## config.mk

```make
export PLATFORM = sky130hd
export DESIGN_NAME = imem_boot_loader_flat
export DESIGN_NICKNAME = d
export VERILOG_FILES = /design/src/rtl/imem_boot_loader_if.sv /design/src/rtl/imem_boot_loader.sv /design/src/flat_wrapper.sv
export SDC_FILE = /design/constraint.sdc
export NUM_CORES = 1
export LEC_CHECK = 0
export ABC_AREA = 1
export CAP_MARGIN = 30
export CELL_PAD_IN_SITES_DETAIL_PLACEMENT = 0
export CELL_PAD_IN_SITES_GLOBAL_PLACEMENT = 1
export CORE_ASPECT_RATIO = 0.75
export CORE_MARGIN = 3
export CORE_UTILIZATION = 35
export DETAILED_ROUTE_END_ITERATION = 12
export GPL_ROUTABILITY_DRIVEN = 0
export MAX_ROUTING_LAYER = met4
export PLACE_DENSITY = 0.85
export REMOVE_ABC_BUFFERS = 1
export SLEW_MARGIN = 20
export SYNTH_ARGS = -nofsm -noshare
export SYNTH_HDL_FRONTEND = slang
export SYNTH_SLANG_ARGS = --single-unit
```

## constraint.sdc

```tcl
create_clock -name clk_sys -period 2.65 [get_ports clk_sys]
set_input_delay 0.265 -clock clk_sys [delete_from_list [all_inputs] [get_ports clk_sys]]
set_output_delay 0.265 -clock clk_sys [all_outputs]
set_load 0.01 [all_outputs]
```

## src/rtl/imem_boot_loader_if.sv

```systemverilog
// ---------------------------------------------------------------------------
// imem_boot_loader_if
//
// Purpose: bundles everything the boot loader exchanges with the outside
// world: the host word stream, the reload request, the instruction RAM write
// port, the fetch-mux select, the core reset and the loader status.
//
// Signals:
//   ld_valid / ld_ready / ld_data / ld_last : host word stream (valid/ready)
//   reload                                  : single-cycle restart request
//   imem_we / imem_addr / imem_wdata        : instruction RAM write port
//   imem_sel                                : 1 = loader owns RAM, 0 = core
//   core_rst                                : active-high reset to the core
//   busy / done / err_overflow              : loader status
//   words_loaded                            : words written by this load
//
// Modports:
//   master : host/system side (drives the stream and reload)
//   slave  : boot loader side (drives the RAM port, reset and status)
// ---------------------------------------------------------------------------
interface imem_boot_loader_if #(
   parameter int ADDR_W = 11
);

   logic              ld_valid;
   logic              ld_ready;
   logic [31:0]       ld_data;
   logic              ld_last;
   logic              reload;
   logic              imem_we;
   logic [ADDR_W-1:0] imem_addr;
   logic [31:0]       imem_wdata;
   logic              imem_sel;
   logic              core_rst;
   logic              busy;
   logic              done;
   logic              err_overflow;
   logic [ADDR_W:0]   words_loaded;

   modport master (
      output ld_valid, ld_data, ld_last, reload,
      input  ld_ready, imem_we, imem_addr, imem_wdata, imem_sel,
             core_rst, busy, done, err_overflow, words_loaded
   );

   modport slave (
      input  ld_valid, ld_data, ld_last, reload,
      output ld_ready, imem_we, imem_addr, imem_wdata, imem_sel,
             core_rst, busy, done, err_overflow, words_loaded
   );

endinterface

```

## src/rtl/imem_boot_loader.sv

```systemverilog
// ---------------------------------------------------------------------------
// imem_boot_loader
//
// Purpose: boot sequencer for the instruction memory. While loading it holds
// the core in reset and writes a stream of 32-bit host words into the
// instruction RAM from address 0 upward. After the last word it keeps the
// core in reset for RESET_HOLD more cycles, then releases it. A reload
// request from HOLD or RUN starts a fresh load.
//
// Ports:
//   clk_sys : system clock
//   rst     : asynchronous, active-high reset
//   bus     : imem_boot_loader_if.slave (host stream, reload, RAM write
//             port, fetch select, core reset, status)
//
// Parameters:
//   IMEM_DEPTH : instruction RAM depth in 32-bit words
//   ADDR_W     : RAM word-address width, equal to clog2(IMEM_DEPTH)
//   RESET_HOLD : cycles the core stays in reset after the load (1..255)
// ---------------------------------------------------------------------------
module imem_boot_loader #(
   parameter int IMEM_DEPTH = 2048,
   parameter int ADDR_W     = 11,
   parameter int RESET_HOLD = 4
) (
   input  logic              clk_sys,
   input  logic              rst,
   imem_boot_loader_if.slave bus
);

   typedef enum logic [1:0] {
      LOAD = 2'd0,
      HOLD = 2'd1,
      RUN  = 2'd2
   } state_t;

   localparam logic [ADDR_W-1:0] LAST_ADDR = ADDR_W'(IMEM_DEPTH - 1);
   localparam logic [ADDR_W:0]   MAX_WORDS = (ADDR_W + 1)'(IMEM_DEPTH);
   localparam logic [7:0]        HOLD_LAST = 8'(RESET_HOLD - 1);

   state_t            state_q, state_d;
   logic [ADDR_W-1:0] wordPtr_q, wordPtr_d;
   logic [ADDR_W:0]   wordsLoaded_q, wordsLoaded_d;
   logic [7:0]        holdCnt_q, holdCnt_d;
   logic              imemWe_q, imemWe_d;
   logic [ADDR_W-1:0] imemAddr_q, imemAddr_d;
   logic [31:0]       imemWdata_q, imemWdata_d;
   logic              coreRst_q, coreRst_d;
   logic              errOverflow_q, errOverflow_d;

   logic              ldReady;
   logic              handshake;
   logic              atLastAddr;

   // Ready is a pure decode of the state, gated by reset so the host never
   // sees a transfer accepted while the loader is being reset.
   assign ldReady    = (state_q == LOAD) && !rst;
   assign handshake  = bus.ld_valid && ldReady;
   assign atLastAddr = (wordPtr_q == LAST_ADDR);

   assign bus.ld_ready     = ldReady;
   assign bus.busy         = (state_q != RUN);
   assign bus.done         = (state_q == RUN);
   assign bus.imem_sel     = (state_q == LOAD);
   assign bus.imem_we      = imemWe_q;
   assign bus.imem_addr    = imemAddr_q;
   assign bus.imem_wdata   = imemWdata_q;
   assign bus.core_rst     = coreRst_q;
   assign bus.err_overflow = errOverflow_q;
   assign bus.words_loaded = wordsLoaded_q;

   // State and registered outputs. Reset puts the loader back at the start
   // of a fresh image with the core held in reset and any write abandoned.
   always_ff @(posedge clk_sys or posedge rst) begin
      if (rst) begin
         state_q       <= LOAD;
         wordPtr_q     <= '0;
         wordsLoaded_q <= '0;
         holdCnt_q     <= '0;
         imemWe_q      <= 1'b0;
         imemAddr_q    <= '0;
         imemWdata_q   <= '0;
         coreRst_q     <= 1'b1;
         errOverflow_q <= 1'b0;
      end else begin
         state_q       <= state_d;
         wordPtr_q     <= wordPtr_d;
         wordsLoaded_q <= wordsLoaded_d;
         holdCnt_q     <= holdCnt_d;
         imemWe_q      <= imemWe_d;
         imemAddr_q    <= imemAddr_d;
         imemWdata_q   <= imemWdata_d;
         coreRst_q     <= coreRst_d;
         errOverflow_q <= errOverflow_d;
      end
   end

   // Next-state logic. Each accepted word becomes a RAM write one cycle
   // later at the pre-increment pointer. The load ends on the flagged last
   // word or when the RAM is full; the pointer never wraps, so words beyond
   // the RAM are simply refused. The final write still lands in the first
   // HOLD cycle, which is safe because the write port is independent of the
   // fetch mux. Reload in HOLD or RUN restarts from address 0 and takes
   // priority over releasing the core; reload in LOAD is ignored.
   always_comb begin
      state_d       = state_q;
      wordPtr_d     = wordPtr_q;
      wordsLoaded_d = wordsLoaded_q;
      holdCnt_d     = holdCnt_q;
      imemWe_d      = 1'b0;
      imemAddr_d    = imemAddr_q;
      imemWdata_d   = imemWdata_q;
      coreRst_d     = coreRst_q;
      errOverflow_d = errOverflow_q;

      unique case (state_q)
         LOAD: begin
            coreRst_d = 1'b1;
            if (handshake) begin
               imemWe_d    = 1'b1;
               imemAddr_d  = wordPtr_q;
               imemWdata_d = bus.ld_data;
               if (!atLastAddr) begin
                  wordPtr_d = wordPtr_q + ADDR_W'(1);
               end
               if (wordsLoaded_q != MAX_WORDS) begin
                  wordsLoaded_d = wordsLoaded_q + (ADDR_W + 1)'(1);
               end
               if (bus.ld_last || atLastAddr) begin
                  state_d   = HOLD;
                  holdCnt_d = '0;
                  if (!bus.ld_last) begin
                     errOverflow_d = 1'b1;
                  end
               end
            end
         end

         HOLD: begin
            holdCnt_d = holdCnt_q + 8'd1;
            if (bus.reload) begin
               state_d       = LOAD;
               coreRst_d     = 1'b1;
               wordPtr_d     = '0;
               wordsLoaded_d = '0;
               errOverflow_d = 1'b0;
               holdCnt_d     = '0;
            end else if (holdCnt_q == HOLD_LAST) begin
               state_d   = RUN;
               coreRst_d = 1'b0;
            end
         end

         RUN: begin
            if (bus.reload) begin
               state_d       = LOAD;
               coreRst_d     = 1'b1;
               wordPtr_d     = '0;
               wordsLoaded_d = '0;
               errOverflow_d = 1'b0;
               holdCnt_d     = '0;
            end
         end

         default: begin
            state_d = LOAD;
         end
      endcase
   end

endmodule

```

## src/flat_wrapper.sv

```systemverilog
// flat-port wrapper written by rule: the top's interface ports become plain ports
module imem_boot_loader_flat 
#(
   parameter int IMEM_DEPTH = 2048,
   parameter int ADDR_W     = 11,
   parameter int RESET_HOLD = 4
)
  (clk_sys, rst, bus_ld_valid, bus_ld_data, bus_ld_last, bus_reload, bus_ld_ready, bus_imem_we, bus_imem_addr, bus_imem_wdata, bus_imem_sel, bus_core_rst, bus_busy, bus_done, bus_err_overflow, bus_words_loaded);
  imem_boot_loader_if #(.ADDR_W(ADDR_W)) bus_i ();
  input  logic clk_sys;
  input  logic rst;
  input wire logic [$bits(bus_i.ld_valid)-1:0] bus_ld_valid;
  input wire logic [$bits(bus_i.ld_data)-1:0] bus_ld_data;
  input wire logic [$bits(bus_i.ld_last)-1:0] bus_ld_last;
  input wire logic [$bits(bus_i.reload)-1:0] bus_reload;
  output wire logic [$bits(bus_i.ld_ready)-1:0] bus_ld_ready;
  output wire logic [$bits(bus_i.imem_we)-1:0] bus_imem_we;
  output wire logic [$bits(bus_i.imem_addr)-1:0] bus_imem_addr;
  output wire logic [$bits(bus_i.imem_wdata)-1:0] bus_imem_wdata;
  output wire logic [$bits(bus_i.imem_sel)-1:0] bus_imem_sel;
  output wire logic [$bits(bus_i.core_rst)-1:0] bus_core_rst;
  output wire logic [$bits(bus_i.busy)-1:0] bus_busy;
  output wire logic [$bits(bus_i.done)-1:0] bus_done;
  output wire logic [$bits(bus_i.err_overflow)-1:0] bus_err_overflow;
  output wire logic [$bits(bus_i.words_loaded)-1:0] bus_words_loaded;
  assign bus_i.ld_valid = bus_ld_valid;
  assign bus_i.ld_data = bus_ld_data;
  assign bus_i.ld_last = bus_ld_last;
  assign bus_i.reload = bus_reload;
  assign bus_ld_ready = bus_i.ld_ready;
  assign bus_imem_we = bus_i.imem_we;
  assign bus_imem_addr = bus_i.imem_addr;
  assign bus_imem_wdata = bus_i.imem_wdata;
  assign bus_imem_sel = bus_i.imem_sel;
  assign bus_core_rst = bus_i.core_rst;
  assign bus_busy = bus_i.busy;
  assign bus_done = bus_i.done;
  assign bus_err_overflow = bus_i.err_overflow;
  assign bus_words_loaded = bus_i.words_loaded;
  imem_boot_loader #(.IMEM_DEPTH(IMEM_DEPTH), .ADDR_W(ADDR_W), .RESET_HOLD(RESET_HOLD)) u_core (.clk_sys(clk_sys), .rst(rst), .bus(bus_i));
endmodule
```

## Yosys cells after proc, flatten, opt, wreduce, memory -nomap -nowiden

Cells that the tools add are included.

| storage, ports and cells | value |
|---|---|
| flip-flop bits (word level) | 79 |
| word-level logic and storage cells | 71 |
| input bits | 37 |

| operators by class | value |
|---|---|
| add/sub/neg operators | 3 |
| equal/unequal tests | 14 |
| muxes and demuxes | 30 |
| reduce and logical (&&, ||, !) cells | 15 |

Operators with widths:

| kind | number |
|---|---|
| $mux 12 | 3 |
| $mux 11 | 3 |
| $mux 8 | 4 |
| $pmux 12 s2 | 1 |
| $pmux 8 s3 | 1 |
| $pmux 11 s2 | 1 |
| $reduce_and 4->1 | 4 |
| $add 12x1->12 const B | 1 |
| $ne 12x12->1 const B | 1 |
| $add 11x1->11 const B | 1 |
| $eq 11x11->1 const B | 1 |
| $mux 2 | 5 |
| $mux 1 | 9 |
| $add 8x1->8 const B | 1 |
| $eq 8x2->1 const B | 1 |
| $ne 2x1->1 const B | 4 |
| $ne 2x2->1 const B | 4 |
| $pmux 2 s3 | 1 |
| $reduce_and 5->1 | 1 |
| $ne 3x2->1 const B | 1 |
| $pmux 1 s3 | 1 |
| $reduce_and 3->1 | 1 |
| $reduce_bool 3->1 | 1 |
| $eq 2x1->1 const B | 1 |
| other kinds (9) | 10 |

## Depth between registers and ports, before layout

Gate-level depths: netlist (run 1).

| depth | value |
|---|---|
| depth in word-level cells | 5 |
| depth in mapped cells | 10 |
| mapped depth without buffers | 10 |

## Worst setup path before layout (run 1)

Ideal clock, no wire load.

| timing | value |
|---|---|
| path kind | input -> register |
| start point | in rst |
| end point | reg u_core.wordsLoaded_q[3] (netlist: u_core.bus.words_loaded[3]) |
| data arrival time | 2.969 ns |
| path slack | -0.446 ns |
| data required time | 2.523 ns |
| cell stages on the path | 7 |
| library setup time | 0.127 ns |
| cell sequence | inv_1 nand3_4 a21oi_4 nand2_2 buf_4 nand2_1 o21ai_0 |

| between the ends | value |
|---|---|
| word-level cells in the longest chain between the ends | 5 |

Ends and longest elaborated chain:

| what | RTL line | text |
|---|---|---|
| start: declaration | flat_wrapper.sv:11 | `input logic rst;` |
| $logic_not 1->1 | imem_boot_loader.sv:57 | `assign ldReady = (state_q == LOAD) && !rst;` |
| $logic_and 1x1->1 | imem_boot_loader.sv:57 |  |
| $logic_and 1x1->1 | imem_boot_loader.sv:58 | `assign handshake = bus.ld_valid && ldReady;` |
| $ne 2x1->1 (no source line) | - |  |
| $reduce_and 4->1 (no source line) | - |  |
| end signal: assignment | imem_boot_loader.sv:88 | `wordsLoaded_q <= wordsLoaded_d;` |
| end: declaration | imem_boot_loader.sv:43 | `logic [ADDR_W:0] wordsLoaded_q, wordsLoaded_d;` |

Every way passes these cells.
A chain may end at the register's enable or synchronous reset.

## Worst setup path in the final report (run 1)

| timing | value |
|---|---|
| start point | reg u_core.state_q[1] |
| end point | out bus_ld_ready |

| between the ends | value |
|---|---|
| word-level cells in the longest chain between the ends | 2 |

Ends and longest elaborated chain:

| what | RTL line | text |
|---|---|---|
| start: declaration | imem_boot_loader.sv:41 | `state_t state_q, state_d;` |
| start signal: assignment | imem_boot_loader.sv:86 | `state_q <= state_d;` |
| $logic_not 2->1 | imem_boot_loader.sv:57 |  |
| $logic_and 1x1->1 | imem_boot_loader.sv:57 |  |
| end: declaration | flat_wrapper.sv:16 | `output wire logic [$bits(bus_i.ld_ready)-1:0] bus_ld_ready;` |

Every way passes these cells.

==> metrics.md, run 1 <==
| Metric | Value |
|---|---|
| Antenna viol nets, final | `0` |
| Worst-case reg-to-reg path depth | `7` |
| Setup TNS | `0 ps` |
| First-pass detailed-route iteration total | `4` |
| CTS tree | `done` |
| Post-CTS Setup Repair Bufs | `0` |
| P per Cell Area | `977 nW/um2` |
| Crit path capture | `bus_ld_ready` |
| Vias per Instance | `4.62` |
| Vias in the first global route | `3,186` |
| Critical path type | `flip-flop to output port` |
| Nets | `637` |
| Clock Skew | `6.61 ps` |
| Hpwl dp | `6.64 mm` |
| Port bufs | `98` |
| Slew Limit Fails | `0` |
| Remaining DRCs | `0` |
| Worst R2R End | `u_core.wordPtr_q[5]$_DFFE_PP0P_` |
| Hold buffers post-CTS | `0` |
| #FFs+latches synth | `79` |
| Die Footprint | `12,400 um2` |
| First-pass GRT wire length | `15.4 mm` |
| Routed via count | `3,388` |
| Max Cap Violations | `0` |
| Slowest Stage Delay on Critical Path | `560 ps` |
| Setup violations, final | `0` |
| Initial antenna violation count | `0` |
| Reg2reg setup slack | `500 ps` |
| CTS H-tree lvls | `3` |
| CTS buffer count | `9` |
| Slowest stage cell, crit path | `clkdlybuf4s50_1` |
| Routed WL | `9.32 mm` |
| Max clock buf depth | `2` |
| Startpoint types | `flip-flop` |
| Worst EP arrival | `2000 ps` |
| Pre-CTS WS | `489 ps` |
| Fraction of layout cells with a size suffix above 1 | `7.04%` |
| # clock sinks | `79` |
| Row count | `32` |
| Max VDD drop | `0.468 mV` |
| Largest net degree at the start of global routing | `48` |
| Final Cycle Share | `85.5%` |
| First DRT Iteration DRCs | `189` |
| Initial core utilization | `36.7%` |
| YS warnings | `0` |
| Core area | `10,500 um2` |
| Worst Hold Class | `primary input to flip-flop` |
| RSZ-0062 raised after global routing | `false` |
| Outcome | `complete, no violations` |
| Die W | `127 um` |
| Synthesized area per cell | `7.86 um2` |
| Slew @ Worst Pin | `627 ps` |
| Area growth syn-to-layout | `37.0%` |
| Fmax | `441 MHz` |
| Global Route Usage Sum | `15.7%` |
| Ant. Diodes | `0` |
| Routed len/inst | `12.7 um` |
| Lkg Pwr | `2.43 nW` |
| Synthesized instance count | `492` |
| CP cell instances | `inv_1 > ha_1 > inv_2 > nor2_1 > clkdlybuf4s50_1` |
| Root Driver | `clkbuf_16` |
| Reg clk slew, reported paths | `60 ps` |
| Final core occ | `50.3%` |
| Fin. Hold Viols | `0` |
| Slew HR | `58.2%` |
| Number of distinct library cells after synthesis | `31` |
| Crit path from | `u_core.state_q[1]$_DFFE_PP0P_` |
| Synthesized area | `3870 um2` |
| Die Height | `97.1 um` |
| Required time of the critical path | `2380 ps` |
| Reg2reg start | `u_core.state_q[1]$_DFFE_PP0P_` |
| Critical path endpoint category | `output port` |
| CP max FO | `6` |
| Grt ovf | `0` |
| Register area share after synthesis | `51.1%` |
| Fin worst setup slack | `384 ps` |
| Resized cells post-CTS | `0` |
| I/O Pins | `99` |
| Clock latency on the worst-skew pair | `330 ps` |
| Fin crit period | `2270 ps` |
-- state kept, by name, indices dropped and copies added (netlist names) --
signal / flops
u_core.holdCnt_q: 8
u_core.bus.imem_we: 1
u_core.bus.imem_addr: 11
u_core.bus.imem_wdata: 32
u_core.bus.err_overflow: 1
u_core.state_q: 2
u_core.bus.words_loaded: 12
u_core.bus.core_rst: 1
u_core.wordPtr_q: 11
-- per-stage QoR --
stage	total power, mW	instance area, um2	hold WS (ps)	instances
after floorplan	2.90	3790	375	478
after global placement	3.93	4980	461	716
after detailed placement	3.98	5000	464	717
after CTS	5.25	5300	459	733
after global routing	5.55	5300	471	733
final	5.18	5300	467	733
-- cell families (layout without fill, tap and decap cells) --
| kind of cell | count (synthesis) | count (layout) | synth area share (%) |
|---|---|---|---|
| AND/OR/NAND/NOR | 296 | 296 | 31.8 |
| flip-flops | 79 | 79 | 51.1 |
| buffers and inverters | 52 | 157 | 5.59 |
| AO/OA/AOI/OAI | 51 | 51 | 7.57 |
| adder cells (fa/ha/maj) | 8 | 8 | 2.59 |
| XOR/XNOR | 6 | 6 | 1.36 |
-- cell usage after synthesis --
library cell / count / share of area, %
clkbuf_1: 6 / 0.58
nand2_4: 1 / 0.29
a21oi_1: 1 / 0.13
inv_1: 34 / 3.3
a21oi_4: 1 / 0.42
o211ai_1: 1 / 0.19
o31ai_1: 1 / 0.19
nor3_1: 1 / 0.13
buf_6: 1 / 0.29
dfstp_2: 1 / 0.68
nor2_4: 1 / 0.29
buf_4: 2 / 0.39
nand3_1: 30 / 3.9
dfrtp_1: 78 / 50
o21bai_1: 1 / 0.19
nand4_1: 7 / 1.1
nor2_1: 34 / 3.3
o21ai_0: 26 / 3.4
inv_2: 4 / 0.39
ha_1: 8 / 2.6
nand3b_1: 3 / 0.58
o21ai_1: 15 / 1.9
or2_2: 3 / 0.49
nand2_2: 3 / 0.49
nand2_1: 211 / 20
nand3_2: 1 / 0.26
nand3_4: 1 / 0.45
o21ai_2: 5 / 1.1
buf_2: 5 / 0.65
xnor2_1: 2 / 0.45
xor2_1: 4 / 0.91
-- worst max-delay path, delay by kind of cell, from the launching register on --
family	cells	cell delay, ps
buffers and inverters	3	770
and+or+nand+nor	1	130
adders and majority gates	1	350
DFF	1	420
-- area by class of cell --
class | count | area, um2
sequential | 79 | 1980
fill | 991 | 5230
timing repair buffer | 103 | 1030
clock inverter | 4 | 45.0
inverter | 38 | 144
tap | 136 | 170
multi-input combinational | 361 | 1670
clock buffer | 12 | 256
-- layout by cell type, fill, tap and decap left out, drive strengths merged, types with 2 or more instances in the layout --
master and count:
buf 5, nand3b 3, nor2 35, or2 3, nand3 32, clkdlybuf4s50 98, ha 8, dfrtp 78
a21oi 2, clkbuf 12, xor2 4, clkinv 4, inv 37, nand4 7, nand2 215, xnor2 2
o21ai 46
-- worst min path at each step --
stage	start	endpoint	slack (ps)	depth (start not counted)
after floorplan	bus_ld_data[0]	u_core.bus.imem_wdata[0]$_DFFE_PP0P_	370	2
after global placement	u_core.bus.imem_wdata[28]$_DFFE_PP0P_	u_core.bus.imem_wdata[28]$_DFFE_PP0P_	460	2
after detailed placement	u_core.bus.imem_wdata[0]$_DFFE_PP0P_	u_core.bus.imem_wdata[0]$_DFFE_PP0P_	460	2
after CTS	bus_ld_data[23]	u_core.bus.imem_wdata[23]$_DFFE_PP0P_	460	3
after global routing	bus_ld_data[2]	u_core.bus.imem_wdata[2]$_DFFE_PP0P_	470	3
final	bus_ld_data[23]	u_core.bus.imem_wdata[23]$_DFFE_PP0P_	470	3
-- power by group --
group | total, mW | switching [mW] | internal (mW)
clock network | 1.25 | 0.469 | 0.776
logic | 2.13 | 1.16 | 0.967
registers | 1.81 | 0.249 | 1.56
total | 5.18 | 1.88 | 3.30
-- layer usage --
layer | global-route usage [%] | vias up | part of all wire (%)
met5 | - | - | 0
met4 | 4.70 | 0 | 1.2
met3 | 4.23 | 7 | 5.5
met2 | 22.8 | 81 | 43
met1 | 21.6 | 1547 | 50
li1 | - | 1753 | -
Power figures use the tool's default switching activity.
==> run 2: changes to the inputs <==
--- a/config.mk
+++ b/config.mk
@@ -9,7 +9,6 @@
 export CAP_MARGIN = 30
 export CELL_PAD_IN_SITES_DETAIL_PLACEMENT = 0
 export CELL_PAD_IN_SITES_GLOBAL_PLACEMENT = 1
-export CORE_ASPECT_RATIO = 0.75
 export CORE_MARGIN = 3
 export CORE_UTILIZATION = 35
 export DETAILED_ROUTE_END_ITERATION = 12
==> metrics.md, run 2 (same netlist as run 1, synthesis figures left out) <==
| Metric | Value |
|---|---|
| Setup violations, final | `0` |
| Cells after DPL | `716` |
| Startpoint types | `flip-flop` |
| P per Cell Area | `944 nW/um2` |
| Area growth syn-to-layout | `34.5%` |
| Placed Area | `4980 um2` |
| Remaining DRCs | `0` |
| Fin crit period | `2230 ps` |
| Clock Skew | `6.38 ps` |
| Max reg flops | `32` |
| Net Switching | `1.87 mW` |
| Slew Limit Fails | `0` |
| Slowest Stage Delay on Critical Path | `410 ps` |
| Lkg Pwr | `2.38 nW` |
| Cell family with most CP delay | `simple AND/OR/NAND/NOR gates` |
| Die Footprint | `12,400 um2` |
| Grt ovf | `0` |
| Slowest stage cell, crit path | `dfrtp_1` |
| Die Height | `111 um` |
| First DRT Iteration DRCs | `217` |
| Critical path endpoint category | `flip-flop` |
| Max clock buf depth | `2` |
| # clock sinks | `79` |
| Cell area after layout | `5200 um2` |
| Worst Hold Class | `primary input to asynchronous set/reset pin` |
| Worst EP arrival | `2450 ps` |
| Max VDD drop | `0.503 mV` |
| Fill count | `1,032` |
| CP cell instances | `inv_1 > ha_1 > inv_2 > nor2_1 > a21oi_4 > nand2_1 > nand2_1 > o21ai_1` |
| Hpwl dp | `6.65 mm` |
| Switching part of the total | `38.0%` |
| Vias in the first global route | `3,232` |
| Total power | `4.91 mW` |
| Internal power | `3.05 mW` |
| Non-Filler Instances | `732` |
| CTS tree | `done` |
| Reg clk slew, reported paths | `90 ps` |
| Comb power frac | `42.9%` |
| Core area | `10,600 um2` |
| Routed via count | `3,417` |
| I/O Pins | `99` |
| Post-CTS Setup Repair Bufs | `0` |
| Routed WL | `9.28 mm` |
| First-pass detailed-route iteration total | `4` |
| CTS buffer count | `9` |
| First-pass GRT wire length | `15.7 mm` |
| Fraction of layout cells with a size suffix above 1 | `7.05%` |
| Critical path type | `flip-flop to flip-flop` |
| Crit-path most repeated cell | `nand2_1` |
| Vias per Instance | `4.67` |
| Seq pwr share | `36.5%` |
| CTS H-tree lvls | `3` |
| RSZ-0062 raised after global routing | `false` |
| Root Driver | `clkbuf_8` |
| Outcome | `complete, no violations` |
| Slew @ Worst Pin | `628 ps` |
| Initial core utilization | `36.7%` |
| Port bufs | `98` |
| Final core occ | `49.3%` |
| Initial antenna violation count | `0` |
| Clock share of power | `20.5%` |
| Die W | `111 um` |
| Routed len/inst | `12.7 um` |
| Hold_ws | `219 ps` |
| Final Cycle Share | `84.2%` |
| Fin. Hold Viols | `0` |
| Antenna viol nets, final | `0` |
| Hold buffers post-CTS | `0` |
| CP max FO | `20` |
| Most common cell after layout, fill and taps aside | `nand2_1` |
| Setup TNS | `0 ps` |
| Most frequent cells in the layout | `nand2_1, clkdlybuf4s50_1, dfrtp_1` |
| Max Cap Violations | `0` |
| Slew HR | `58.0%` |
| Clock latency on the worst-skew pair | `350 ps` |
| Ant. Diodes | `0` |
| Largest net degree at the start of global routing | `53` |
| Row count | `37` |
| Crit path buffers/inverters | `2` |
| Global Route Usage Sum | `15.8%` |
| Fmax | `448 MHz` |
| Fin worst setup slack | `418 ps` |
| Required time of the critical path | `2870 ps` |
| Nets | `636` |
| Resized cells post-CTS | `0` |
| Pre-CTS WS | `426 ps` |
-- run 2: final timing paths --
kind                                                  startpoint                                       to  slack [ps]  depth (start not counted)
setup / recovery                   u_core.state_q[0]$_DFFE_PP0P_          u_core.wordPtr_q[8]$_DFFE_PP0P_         420                          8
hold / removal                                               rst  u_core.bus.words_loaded[10]$_DFFE_PP0P_         220                          2
setup reg to reg                   u_core.state_q[0]$_DFFE_PP0P_          u_core.wordPtr_q[8]$_DFFE_PP0P_         420                          8
hold reg to reg            u_core.bus.imem_wdata[16]$_DFFE_PP0P_    u_core.bus.imem_wdata[16]$_DFFE_PP0P_         480                          2
max in group asynchronous                                    rst     u_core.bus.imem_wdata[1]$_DFFE_PP0P_        1540                          3
min in group clk_sys                              bus_ld_data[5]     u_core.bus.imem_wdata[5]$_DFFE_PP0P_         440                          3
-- run 2: cell type report --
class | count | area (um2) | area share (%)
Clock inverter | 7 | 103 | 1.97
Sequential cell | 79 | 1980 | 38.0
Multi-Input combinational cell | 361 | 1670 | 32.2
Inverter | 38 | 144 | 2.77
Timing Repair Buffer | 102 | 1010 | 19.4
Tap cell | 136 | 170 | 3.27
Clock buffer | 9 | 124 | 2.38
-- run 2: routing by layer --
| metal | vias to the layer above | global-route usage (%) | share of wire (%) |
|---|---|---|---|
| met3 | 6 | 4.80 | 5.1 |
| li1 | 1757 | - | - |
| met5 | - | - | 0 |
| met2 | 91 | 24.6 | 46 |
| met1 | 1563 | 20.9 | 48 |
| met4 | 0 | 2.43 | 0.88 |
-- run 2: power by group through the flow --
stage / sequential, mW / clock, mW / combinational, mW
after floorplan: 1.93 / 0 / 0.964
after global placement: 1.81 / 0 / 2.10
after detailed placement: 1.82 / 0 / 2.14
after CTS: 1.79 / 1.05 / 2.15
after global routing: 1.85 / 1.10 / 2.36
final: 1.80 / 1.01 / 2.11
-- run 2: worst register-to-register path, delay by kind of cell (launching register included) --
family                   cells  cell delay [ps]
AND/OR/NAND/NOR              3              710
flip-flops                   1              410
adder cells (fa/ha/maj)      1              350
buffers and inverters        2              360
AO/OA/AOI/OAI                2              280
==> run 3: changes to the inputs <==
--- a/config.mk
+++ b/config.mk
@@ -10,11 +10,11 @@
 export CELL_PAD_IN_SITES_DETAIL_PLACEMENT = 0
 export CELL_PAD_IN_SITES_GLOBAL_PLACEMENT = 1
 export CORE_MARGIN = 3
-export CORE_UTILIZATION = 35
+export CORE_UTILIZATION = 32
 export DETAILED_ROUTE_END_ITERATION = 12
 export GPL_ROUTABILITY_DRIVEN = 0
 export MAX_ROUTING_LAYER = met4
-export PLACE_DENSITY = 0.85
+export PLACE_DENSITY = 0.82
 export REMOVE_ABC_BUFFERS = 1
 export SLEW_MARGIN = 20
 export SYNTH_ARGS = -nofsm -noshare
==> constraint.sdc (replaced) <==
create_clock -name clk_sys -period 1.8 [get_ports clk_sys]
set_input_delay 0.18 -clock clk_sys [delete_from_list [all_inputs] [get_ports clk_sys]]
set_output_delay 0.18 -clock clk_sys [all_outputs]
set_load 0.01 [all_outputs]
==> metrics.md, run 3 (same netlist as run 1, synthesis figures left out) <==
| Metric | Value |
|---|---|
| Die W | `116 um` |
| Startpoint types | `flip-flop` |
| Max clock buf depth | `2` |
| CTS tree | `done` |
| CTS buffer count | `9` |
| Fmax | `602 MHz` |
| Fin. Hold Viols | `0` |
| Vias per Instance | `4.66` |
| Ant. Diodes | `0` |
| Fill count | `1,162` |
| Core area | `11,600 um2` |
| First-pass GRT wire length | `15.4 mm` |
| Clock latency on the worst-skew pair | `330 ps` |
| Max reg flops | `32` |
| Port bufs | `98` |
| Worst Hold Class | `primary input to asynchronous set/reset pin` |
| Net Switching | `2.85 mW` |
| Routed WL | `9.55 mm` |
| Max Cap Violations | `0` |
| Most common cell after layout, fill and taps aside | `nand2_1` |
| Hpwl dp | `6.74 mm` |
| P per Cell Area | `1470 nW/um2` |
| Vias in the first global route | `3,248` |
| Hold buffers post-CTS | `0` |
| Setup violations, final | `0` |
| Fin crit period | `1660 ps` |
| Slew @ Worst Pin | `461 ps` |
| Critical path type | `flip-flop to flip-flop` |
| Outcome | `complete, no violations` |
| Internal power | `5.06 mW` |
| Die Height | `116 um` |
| Required time of the critical path | `2020 ps` |
| Initial antenna violation count | `0` |
| First DRT Iteration DRCs | `220` |
| I/O Pins | `99` |
| Antenna viol nets, final | `0` |
| Final core occ | `46.2%` |
| Switching part of the total | `36.0%` |
| Seq pwr share | `33.7%` |
| Comb power frac | `41.8%` |
| Reg clk slew, reported paths | `60 ps` |
| Grt ovf | `0` |
| Slew Limit Fails | `0` |
| Clock share of power | `24.5%` |
| Max VDD drop | `0.732 mV` |
| Nets | `639` |
| Hold_ws | `356 ps` |
| Worst EP arrival | `1880 ps` |
| Fraction of layout cells with a size suffix above 1 | `8.01%` |
| Area growth syn-to-layout | `38.8%` |
| # clock sinks | `79` |
| Remaining DRCs | `0` |
| Root Driver | `clkbuf_16` |
| Final Cycle Share | `92.3%` |
| Setup TNS | `0 ps` |
| Routed len/inst | `12.9 um` |
| Clock Skew | `7.33 ps` |
| Global Route Usage Sum | `14.7%` |
| Non-Filler Instances | `742` |
| Die Footprint | `13,400 um2` |
| Largest net degree at the start of global routing | `80` |
| Cells after DPL | `725` |
| Slew HR | `69.2%` |
| First-pass detailed-route iteration total | `4` |
| CTS H-tree lvls | `3` |
| CP max FO | `20` |
| Row count | `39` |
| Routed via count | `3,457` |
| Most frequent cells in the layout | `nand2_1, clkdlybuf4s50_1, dfrtp_1` |
| Initial core utilization | `33.3%` |
| Lkg Pwr | `2.47 nW` |
| Critical path endpoint category | `flip-flop` |
run 3: changes by cell type in the layout (fill, tap and decap cells not counted), moves of 3 or more:
cell | before | now
clkbuf_16 | 0 | 9
clkbuf_8 | 9 | 0
clkdlybuf4s50_1 | 98 | 94
inv_6 | 4 | 1
run 3: layout make-up:
type | instances | area (um2) | share of cell area, %
Inverter | 38 | 144 | 2.68
Multi-Input combinational cell | 361 | 1690 | 31.5
Tap cell | 143 | 179 | 3.33
Sequential cell | 79 | 1980 | 36.8
Timing Repair Buffer | 105 | 1060 | 19.8
Clock buffer | 11 | 233 | 4.33
Clock inverter | 5 | 81.3 | 1.51
run 3: final timing paths:
| check | from | end | slack [ps] | depth (start not counted) |
|---|---|---|---|---|
| setup / recovery | u_core.state_q[1]$_DFFE_PP0P_ | u_core.wordPtr_q[2]$_DFFE_PP0P_ | 140 | 9 |
| hold / removal | rst | u_core.bus.words_loaded[6]$_DFFE_PP0P_ | 360 | 3 |
| setup reg to reg | u_core.state_q[1]$_DFFE_PP0P_ | u_core.wordPtr_q[2]$_DFFE_PP0P_ | 140 | 9 |
| hold reg to reg | u_core.bus.imem_wdata[31]$_DFFE_PP0P_ | u_core.bus.imem_wdata[31]$_DFFE_PP0P_ | 480 | 2 |
| max in group asynchronous | rst | u_core.bus.core_rst$_DFFE_PP1P_ | 1040 | 3 |
| min in group clk_sys | bus_ld_data[28] | u_core.bus.imem_wdata[28]$_DFFE_PP0P_ | 380 | 3 |
run 3: worst max-delay path, cell delays in order (launching register included):
cell and delay [ps]:
dfrtp_1 420, inv_2 90, ha_4 210, inv_2 140, nor2_1 90, a21oi_4 190
nand2_1 120, buf_12 170, nand2_1 50, o21ai_1 60
run 3: metal layers:
metal  vias to the layer above  wire length (um)  global-route usage (%)
met1                      1593              4470                    19.6
met5                         -                 0                       -
li1                       1765                 -                       -
met4                         0               112                    4.64
met3                         9               480                    2.77
met2                        90              4490                    22.8
run 3: through the flow:
| step | power, mW | area (um2) | worst slack [ps] |
|---|---|---|---|
| 6_report | 7.90 | 5370 | 138 |
| 5_1_grt | 8.44 | 5370 | -8.80 |
| 4_1_cts | 7.99 | 5360 | 13.1 |
| 3_5_place_dp | 5.96 | 5030 | -57.1 |
| 3_3_place_gp | 5.87 | 5030 | 66.2 |
| 2_1_floorplan | 4.27 | 3790 | -2170 |
run 3: power groups by stage:
stage	logic (mW)	registers, mW	clock network (mW)
after global routing	3.66	2.73	2.05
after floorplan	1.42	2.85	0
after global placement	3.20	2.67	0
after CTS	3.34	2.66	1.98
after detailed placement	3.26	2.70	0
final	3.30	2.66	1.94
run 3: repair_timing:
| item | CTS | global route |
|---|---|---|
| pin swaps | 0 | 0 |
| gates cloned | 0 | 0 |
| resized for setup | 7 | 3 |
| hold endpoints to repair | 0 | 0 |
| setup buffers | 1 | 0 |
| endpoints found under the setup margin | 12 | 6 |
